[config.mk]
export PLATFORM = sky130hd
export DESIGN_NAME = sdram_arbit
export DESIGN_NICKNAME = d
export VERILOG_FILES = /design/src/rtl/sdram_pkg.sv /design/src/rtl/sdram_ref_timer.sv /design/src/rtl/sdram_arbit.sv
export SDC_FILE = /design/constraint.sdc
export NUM_CORES = 1
export LEC_CHECK = 0
export CORE_MARGIN = 2
export CORE_UTILIZATION = 35
export CTS_CLUSTER_DIAMETER = 30
export CTS_CLUSTER_SIZE = 28
export DETAILED_ROUTE_END_ITERATION = 16
export PLACE_DENSITY = 0.71
export RECOVER_POWER = 100
export SETUP_SLACK_MARGIN = 0.15
export SYNTH_ARGS = -nofsm -noshare
export SYNTH_HDL_FRONTEND = slang
export SYNTH_SLANG_ARGS = --single-unit
[constraint.sdc]
create_clock -name sclk -period 2.11 [get_ports sclk]
set_input_delay 0.3165 -clock sclk [delete_from_list [all_inputs] [get_ports sclk]]
set_output_delay 0.3165 -clock sclk [all_outputs]
set_load 0.03 [all_outputs]
[src/rtl/sdram_pkg.sv]
`default_nettype none
// ============================================================================
// Module      : sdram_pkg
// Description : Shared SDRAM command encodings, arbiter state encodings and
//               timing defaults for the single-bank SDRAM controller.
// Revision    : 1.0 - initial release
// ============================================================================
package sdram_pkg;

    // SDRAM commands, encoded as {cs_n, ras_n, cas_n, we_n}
    localparam logic [3:0] CMD_NOP  = 4'b0111;
    localparam logic [3:0] CMD_PRE  = 4'b0010;
    localparam logic [3:0] CMD_AREF = 4'b0001;
    localparam logic [3:0] CMD_ACT  = 4'b0011;
    localparam logic [3:0] CMD_WR   = 4'b0100;
    localparam logic [3:0] CMD_RD   = 4'b0101;

    // Timing defaults (50 MHz sclk)
    localparam int REF_PERIOD_DEF  = 750;
    localparam int TRFC_CYCLES_DEF = 4;
    localparam int REF_CNT_W       = 13;

    // One-hot arbiter states
    typedef enum logic [4:0] {
        S_INIT  = 5'b00001,
        S_ARBIT = 5'b00010,
        S_AREF  = 5'b00100,
        S_WRITE = 5'b01000,
        S_READ  = 5'b10000
    } arb_state_t;

    // Most recent data-path owner, used for round-robin tie breaking
    typedef enum logic {
        GRANT_WRITE = 1'b0,
        GRANT_READ  = 1'b1
    } grant_t;

endpackage : sdram_pkg
`default_nettype wire

[src/rtl/sdram_ref_timer.sv]
`default_nettype none
// ============================================================================
// Module      : sdram_ref_timer
// Description : Auto-refresh interval timer. Counts while the controller is
//               out of init, saturates at REF_PERIOD-1 and holds ref_req
//               until the arbiter acknowledges by entering auto-refresh.
// Revision    : 1.0 - initial release
// ============================================================================
module sdram_ref_timer
    import sdram_pkg::*;
#(
    parameter int REF_PERIOD = REF_PERIOD_DEF
) (
    input  logic sclk,
    input  logic s_rst_n,
    input  logic run,
    input  logic ref_ack,
    output logic ref_req
);

    localparam logic [REF_CNT_W-1:0] C_CNT_MAX = REF_CNT_W'(REF_PERIOD - 1);

    logic [REF_CNT_W-1:0] r_cnt;
    logic                 r_ref_req;

    // Interval counter: cleared in init and on refresh entry, saturates at the top
    always_ff @(posedge sclk or negedge s_rst_n) begin
        if (!s_rst_n) begin
            r_cnt <= '0;
        end else if (!run || ref_ack) begin
            r_cnt <= '0;
        end else if (r_cnt != C_CNT_MAX) begin
            r_cnt <= r_cnt + REF_CNT_W'(1);
        end
    end

    // Refresh request: the acknowledge wins over a simultaneous set
    always_ff @(posedge sclk or negedge s_rst_n) begin
        if (!s_rst_n) begin
            r_ref_req <= 1'b0;
        end else if (!run || ref_ack) begin
            r_ref_req <= 1'b0;
        end else if (r_cnt == C_CNT_MAX) begin
            r_ref_req <= 1'b1;
        end
    end

    assign ref_req = r_ref_req;

endmodule : sdram_ref_timer
`default_nettype wire

[src/rtl/sdram_arbit.sv]
`default_nettype none
// ============================================================================
// Module      : sdram_arbit
// Description : Top-level SDRAM bus scheduler. Sequences init, auto-refresh,
//               write and read onto the single command/address port with
//               priority refresh > {write, read}; write and read alternate
//               when both are pending.
// Revision    : 1.0 - initial release
// ============================================================================
module sdram_arbit
    import sdram_pkg::*;
#(
    parameter int         REF_PERIOD  = REF_PERIOD_DEF,
    parameter int         TRFC_CYCLES = TRFC_CYCLES_DEF,
    parameter logic [3:0] CMD_NOP     = sdram_pkg::CMD_NOP,
    parameter logic [3:0] CMD_AREF    = sdram_pkg::CMD_AREF
) (
    input  logic        sclk,
    input  logic        s_rst_n,
    input  logic [3:0]  init_cmd,
    input  logic [12:0] init_addr,
    input  logic        flag_init_end,
    input  logic        wr_trig_req,
    input  logic [3:0]  wr_cmd,
    input  logic [12:0] wr_addr,
    input  logic [1:0]  wr_bank,
    input  logic        flag_wr_end,
    input  logic        rd_trig_req,
    input  logic [3:0]  rd_cmd,
    input  logic [12:0] rd_addr,
    input  logic [1:0]  rd_bank,
    input  logic        flag_rd_end,
    output logic        wr_en,
    output logic        rd_en,
    output logic        ref_req,
    output logic        sdram_cke,
    output logic [3:0]  sdram_cmd,
    output logic [12:0] sdram_addr,
    output logic [1:0]  sdram_bank
);

    // Wide enough to hold TRFC_CYCLES itself, so the count never wraps early
    localparam int AREF_W = $clog2(TRFC_CYCLES + 1);
    localparam logic [AREF_W-1:0] C_AREF_LAST = AREF_W'(TRFC_CYCLES - 1);

    arb_state_t        r_state;
    arb_state_t        w_state_nxt;
    grant_t            r_last_grant;
    logic [AREF_W-1:0] r_aref_cnt;
    logic              r_wr_en;
    logic              r_rd_en;
    logic              w_ref_req;
    logic              w_ref_ack;
    logic              w_run;
    logic              w_wr_enter;
    logic              w_rd_enter;

    assign w_run      = (r_state != S_INIT);
    assign w_ref_ack  = (r_state == S_ARBIT) && (w_state_nxt == S_AREF);
    assign w_wr_enter = (r_state == S_ARBIT) && (w_state_nxt == S_WRITE);
    assign w_rd_enter = (r_state == S_ARBIT) && (w_state_nxt == S_READ);

    sdram_ref_timer #(
        .REF_PERIOD (REF_PERIOD)
    ) u_ref_timer (
        .sclk    (sclk),
        .s_rst_n (s_rst_n),
        .run     (w_run),
        .ref_ack (w_ref_ack),
        .ref_req (w_ref_req)
    );

    // State register
    always_ff @(posedge sclk or negedge s_rst_n) begin
        if (!s_rst_n) begin
            r_state <= S_INIT;
        end else begin
            r_state <= w_state_nxt;
        end
    end

    // Next-state logic; requests and refresh are only considered in S_ARBIT
    always_comb begin
        w_state_nxt = r_state;
        case (r_state)
            S_INIT: begin
                if (flag_init_end) w_state_nxt = S_ARBIT;
            end
            S_ARBIT: begin
                if (w_ref_req) begin
                    w_state_nxt = S_AREF;
                end else if (wr_trig_req && rd_trig_req) begin
                    w_state_nxt = (r_last_grant == GRANT_READ) ? S_WRITE : S_READ;
                end else if (wr_trig_req) begin
                    w_state_nxt = S_WRITE;
                end else if (rd_trig_req) begin
                    w_state_nxt = S_READ;
                end
            end
            S_AREF: begin
                if (r_aref_cnt == C_AREF_LAST) w_state_nxt = S_ARBIT;
            end
            S_WRITE: begin
                if (flag_wr_end) w_state_nxt = S_ARBIT;
            end
            S_READ: begin
                if (flag_rd_end) w_state_nxt = S_ARBIT;
            end
            default: w_state_nxt = S_INIT;
        endcase
    end

    // Cycle counter inside auto-refresh; zero everywhere else
    always_ff @(posedge sclk or negedge s_rst_n) begin
        if (!s_rst_n) begin
            r_aref_cnt <= '0;
        end else if ((r_state == S_AREF) && (r_aref_cnt != C_AREF_LAST)) begin
            r_aref_cnt <= r_aref_cnt + AREF_W'(1);
        end else begin
            r_aref_cnt <= '0;
        end
    end

    // One-cycle grant pulses and round-robin memory, updated on grant entry
    always_ff @(posedge sclk or negedge s_rst_n) begin
        if (!s_rst_n) begin
            r_wr_en      <= 1'b0;
            r_rd_en      <= 1'b0;
            r_last_grant <= GRANT_READ;
        end else begin
            r_wr_en <= w_wr_enter;
            r_rd_en <= w_rd_enter;
            if (w_wr_enter) begin
                r_last_grant <= GRANT_WRITE;
            end else if (w_rd_enter) begin
                r_last_grant <= GRANT_READ;
            end
        end
    end

    // Bus mux; reset forces NOP immediately rather than passing init_cmd
    always_comb begin
        sdram_cmd  = CMD_NOP;
        sdram_addr = '0;
        sdram_bank = '0;
        if (s_rst_n) begin
            case (r_state)
                S_INIT: begin
                    sdram_cmd  = init_cmd;
                    sdram_addr = init_addr;
                end
                S_WRITE: begin
                    sdram_cmd  = wr_cmd;
                    sdram_addr = wr_addr;
                    sdram_bank = wr_bank;
                end
                S_READ: begin
                    sdram_cmd  = rd_cmd;
                    sdram_addr = rd_addr;
                    sdram_bank = rd_bank;
                end
                S_AREF: begin
                    sdram_cmd = (r_aref_cnt == '0) ? CMD_AREF : CMD_NOP;
                end
                default: begin
                    sdram_cmd = CMD_NOP;
                end
            endcase
        end
    end

    assign wr_en     = r_wr_en;
    assign rd_en     = r_rd_en;
    assign ref_req   = w_ref_req;
    assign sdram_cke = 1'b1;

endmodule : sdram_arbit
`default_nettype wire

==> flow_summary.json, run 1 <==
{
  "design_area_um2": 2888,
  "ys_ff_latch": 25,
  "synth.avg_cell_area_um2": 9.292,
  "grt_overflow": 0,
  "worstMarginPinSlew_ns": 0.5720,
  "crit_path_start_kind": "flip-flop",
  "ff2ff_setup_slack_ns": 0.28,
  "drive_gt1_share_pct": 25.52,
  "period_share_pct": 106.5,
  "area_delta_synth_final_pct": 63.57,
  "setup_ws_ns": -0.1371,
  "rsz0062_at_grt": "true",
  "totalWireLength_um": 5444,
  "rr_worst_depth": 7,
  "netlist_top_cells_count": "nor2_1, dfrtp_1, a222oi_1",
  "clkSinkCount": 25,
  "cts_buffers": 3,
  "drt_iter0_markers": 117,
  "drt-wirelength-per-cell_um": 15.25,
  "place_hpwl_um": 4309,
  "grt_first_pass_wirelength_um": 8073,
  "syn_nets": 257,
  "violations": "setup timing",
  "synth_simple_gate_area_share_pct": 26.79,
  "num-nets-final": 358,
  "numPortBuffers": 83,
  "vias": 1853,
  "end_kind": "output port",
  "grtUsageTotal_pct": 18.52,
  "setup.worst_path.start": "r_state[2]",
  "synth_fa_ha_area_share_pct": 3.544,
  "synth_top_family_by_area": "simple AND/OR/NAND/NOR gates",
  "clk_pin_slew_ns": 0.08,
  "skew_ns": 0.001150,
  "synthArstFlopShare_pct": 100.0,
  "cellPowerDensity_nw_per_um2": 814.5,
  "peakVddDrop_v": 0.0004910,
  "report.final.slew_viol_count": 0,
  "diodes": 0,
  "synth-compound-area-share_pct": 20.34,
  "clk_latency_ns": 0.26,
  "grt_max_degree": 28,
  "rows": 25,
  "clockRootBuffer": "clkbuf_8",
  "yosys.cell_count.top_type": "nor2_1",
  "synth_top_area_share_pct": 32.60,
  "grt_antenna_before_repair": 0,
  "start_util_pct": 36.89,
  "hold_depth": 1,
  "yosys.area.top_type": "dfrtp_1",
  "synth-edff-count": 0,
  "path_class": "flip-flop to output port",
  "crit_fanout": 15,
  "synth_warnings": 0,
  "slew_headroom_pct": 61.87,
  "synthXorXnorAreaFrac_pct": 5.953,
  "p_leak_nw": 1.200,
  "fin_tns_setup_ns": -1.865,
  "avgViaCountPerCell": 5.190,
  "cts_tree": "built",
  "die_w_um": 75.02,
  "clock_path_buffers": 2,
  "synthFlopType": "dfrtp_1",
  "hp-class": "flip-flop to flip-flop",
  "drt_pass1_iterations": 4,
  "ant_nets": 0,
  "status": "complete, but fails checks",
  "post_dp_cell_area_um2": 2770,
  "grt_pass1_vias": 1774,
  "coreArea_um2": 4786,
  "r2r-start": "r_state[0]",
  "die_area_um2": 5628,
  "route.detailed.drc": 0,
  "synth_mux_area_share_pct": 0,
  "ios": 85,
  "syn-instance-count": 190,
  "required_ns": 1.79,
  "maxCapViolCount": 0,
  "fin_crit_ns": 2.247,
  "hold_slack_ns": 0.4823,
  "r2r-end": "u_ref_timer.r_cnt[12]",
  "syn_area_um2": 1765,
  "power_w": 0.002352,
  "h-tree-depth": 1,
  "max_freq_mhz": 445.0,
  "fp.dieH_um": 75.02,
  "critPathCapture": "sdram_cmd[0]",
  "yosys-top-cells-area": "dfrtp_1, a222oi_1, nor2_1",
  "ys_seq_area_share_pct": 35.58,
  "setup_viol": 17,
  "gp_congestion": 0.8675,
  "arrival_ns": 1.93,
  "synthDistinctLibCells": 48,
  "hold_violations": 0
}
==> flip-flops by register name, summed over array words and instances, names as in the netlist <==
name,cells
wr_en,1
u_ref_timer.r_cnt,13
rd_en,1
r_last_grant,1
r_aref_cnt,3
r_state,5
u_ref_timer.ref_req,1
==> layer usage <==
metal  vias to the layer above  routed length [µm]  GRT usage, %
met4                         0                  44         4.563
li1                        914                   -             -
met5                         -                   0             0
met3                         5                 475         3.347
met2                        68                2747         34.60
met1                       866                2177         21.78
==> timing repair <==
item                                    CTS  global route
pin swaps                                 5             0
gates resized for setup                  36             1
endpoints found under the setup margin   19            19
setup buffers                             1             0
hold buffers                              0             0
gates cloned                              0             0
==> power by group <==
part / leakage [nW] / switching [W] / total [W] / internal (W)
clock: 0.0228 / 0.000136 / 0.000270 / 0.000135
sequential: 0.335 / 0.0000786 / 0.000634 / 0.000555
combinational: 0.843 / 0.000747 / 0.00145 / 0.000701
==> layout make-up <==
| type | instances | area, µm² |
|---|---|---|
| Clock buffer | 4 | 45.04 |
| Fill cell | 428 | 1898 |
| Inverter | 11 | 41.29 |
| Multi-Input combinational cell | 142 | 1049 |
| Sequential cell | 25 | 630.6 |
| Tap cell | 67 | 83.83 |
| Timing Repair Buffer | 108 | 1039 |
==> per-stage QoR <==
| step | setup slack [ns] | std cells | utilization, % |
|---|---|---|---|
| 6_report | -0.1371 | 357 | 60.34 |
| 4_1_cts | -0.1419 | 357 | 60.60 |
| 2_1_floorplan | 0.1454 | 190 | - |
| 5_1_grt | -0.2213 | 357 | 60.34 |
| 3_5_place_dp | -0.3500 | 352 | 57.88 |
| 3_3_place_gp | -0.3456 | 352 | 57.88 |
==> layout by cell type, fill, tap and decap left out, drive strengths merged, types with 2 or more instances in the layout <==
| cell | netlist | layout |
|---|---|---|
| a211oi | 2 | 2 |
| a21o | 2 | 2 |
| a21oi | 3 | 3 |
| a222oi | 16 | 16 |
| a22oi | 3 | 3 |
| and2b | 2 | 2 |
| and3 | 4 | 4 |
| and4 | 3 | 3 |
| buf | 11 | 40 |
| clkbuf | 1 | 8 |
| clkdlybuf4s50 | 0 | 60 |
| dfrtp | 23 | 23 |
| dfstp | 2 | 2 |
| dlygate4sd3 | 0 | 4 |
| ha | 5 | 5 |
| inv | 11 | 11 |
| nand2 | 5 | 5 |
| nand2b | 2 | 2 |
| nand3 | 7 | 7 |
| nand4 | 3 | 3 |
| nor2 | 29 | 29 |
| nor2b | 4 | 4 |
| nor3 | 7 | 7 |
| o2111ai | 2 | 2 |
| o211ai | 3 | 3 |
| o21ai | 6 | 6 |
| o31ai | 2 | 2 |
| or3 | 4 | 4 |
| or3b | 2 | 2 |
| xor2 | 11 | 11 |
==> worst min path at each step <==
| stage | slack [ns] | to | startpoint |
|---|---|---|---|
| 3_5_place_dp | 0.48 | r_aref_cnt[0] | r_aref_cnt[0] |
| 5_1_grt | 0.53 | r_aref_cnt[0] | r_aref_cnt[0] |
| 2_1_floorplan | 0.02 | r_aref_cnt[0] | s_rst_n |
| 3_3_place_gp | 0.46 | r_aref_cnt[0] | r_aref_cnt[0] |
| 4_1_cts | 0.49 | r_aref_cnt[0] | r_aref_cnt[0] |
| 6_report | 0.48 | r_aref_cnt[0] | r_aref_cnt[0] |
==> worst max-delay path, stage by stage (launching register included) <==
cell and delay [ns]:
dfrtp_2 0.46, or3_4 0.40, nor3_4 0.20, buf_6 0.20, a22o_1 0.14, a211o_1 0.12
buf_6 0.14
==> kinds of logic after synthesis <==
family	after synthesis
and+or+nand+nor	80
AOI/OAI and AO/OA	44
DFF	25
buffers and inverters	23
xor gates and xnor gates	12
adders and majority gates	5
other	1
No activity file was read; power rests on OpenSTA's default activity.
==> inputs of run 2 (changes only) <==
--- a/config.mk
+++ b/config.mk
@@ -7,7 +7,6 @@
 export LEC_CHECK = 0
 export CORE_MARGIN = 2
 export CORE_UTILIZATION = 35
-export CTS_CLUSTER_DIAMETER = 30
 export CTS_CLUSTER_SIZE = 28
 export DETAILED_ROUTE_END_ITERATION = 16
 export PLACE_DENSITY = 0.71
==> results of run 2 <==
Same layout as run 1: the final DEF is identical, and so are final timing and power.
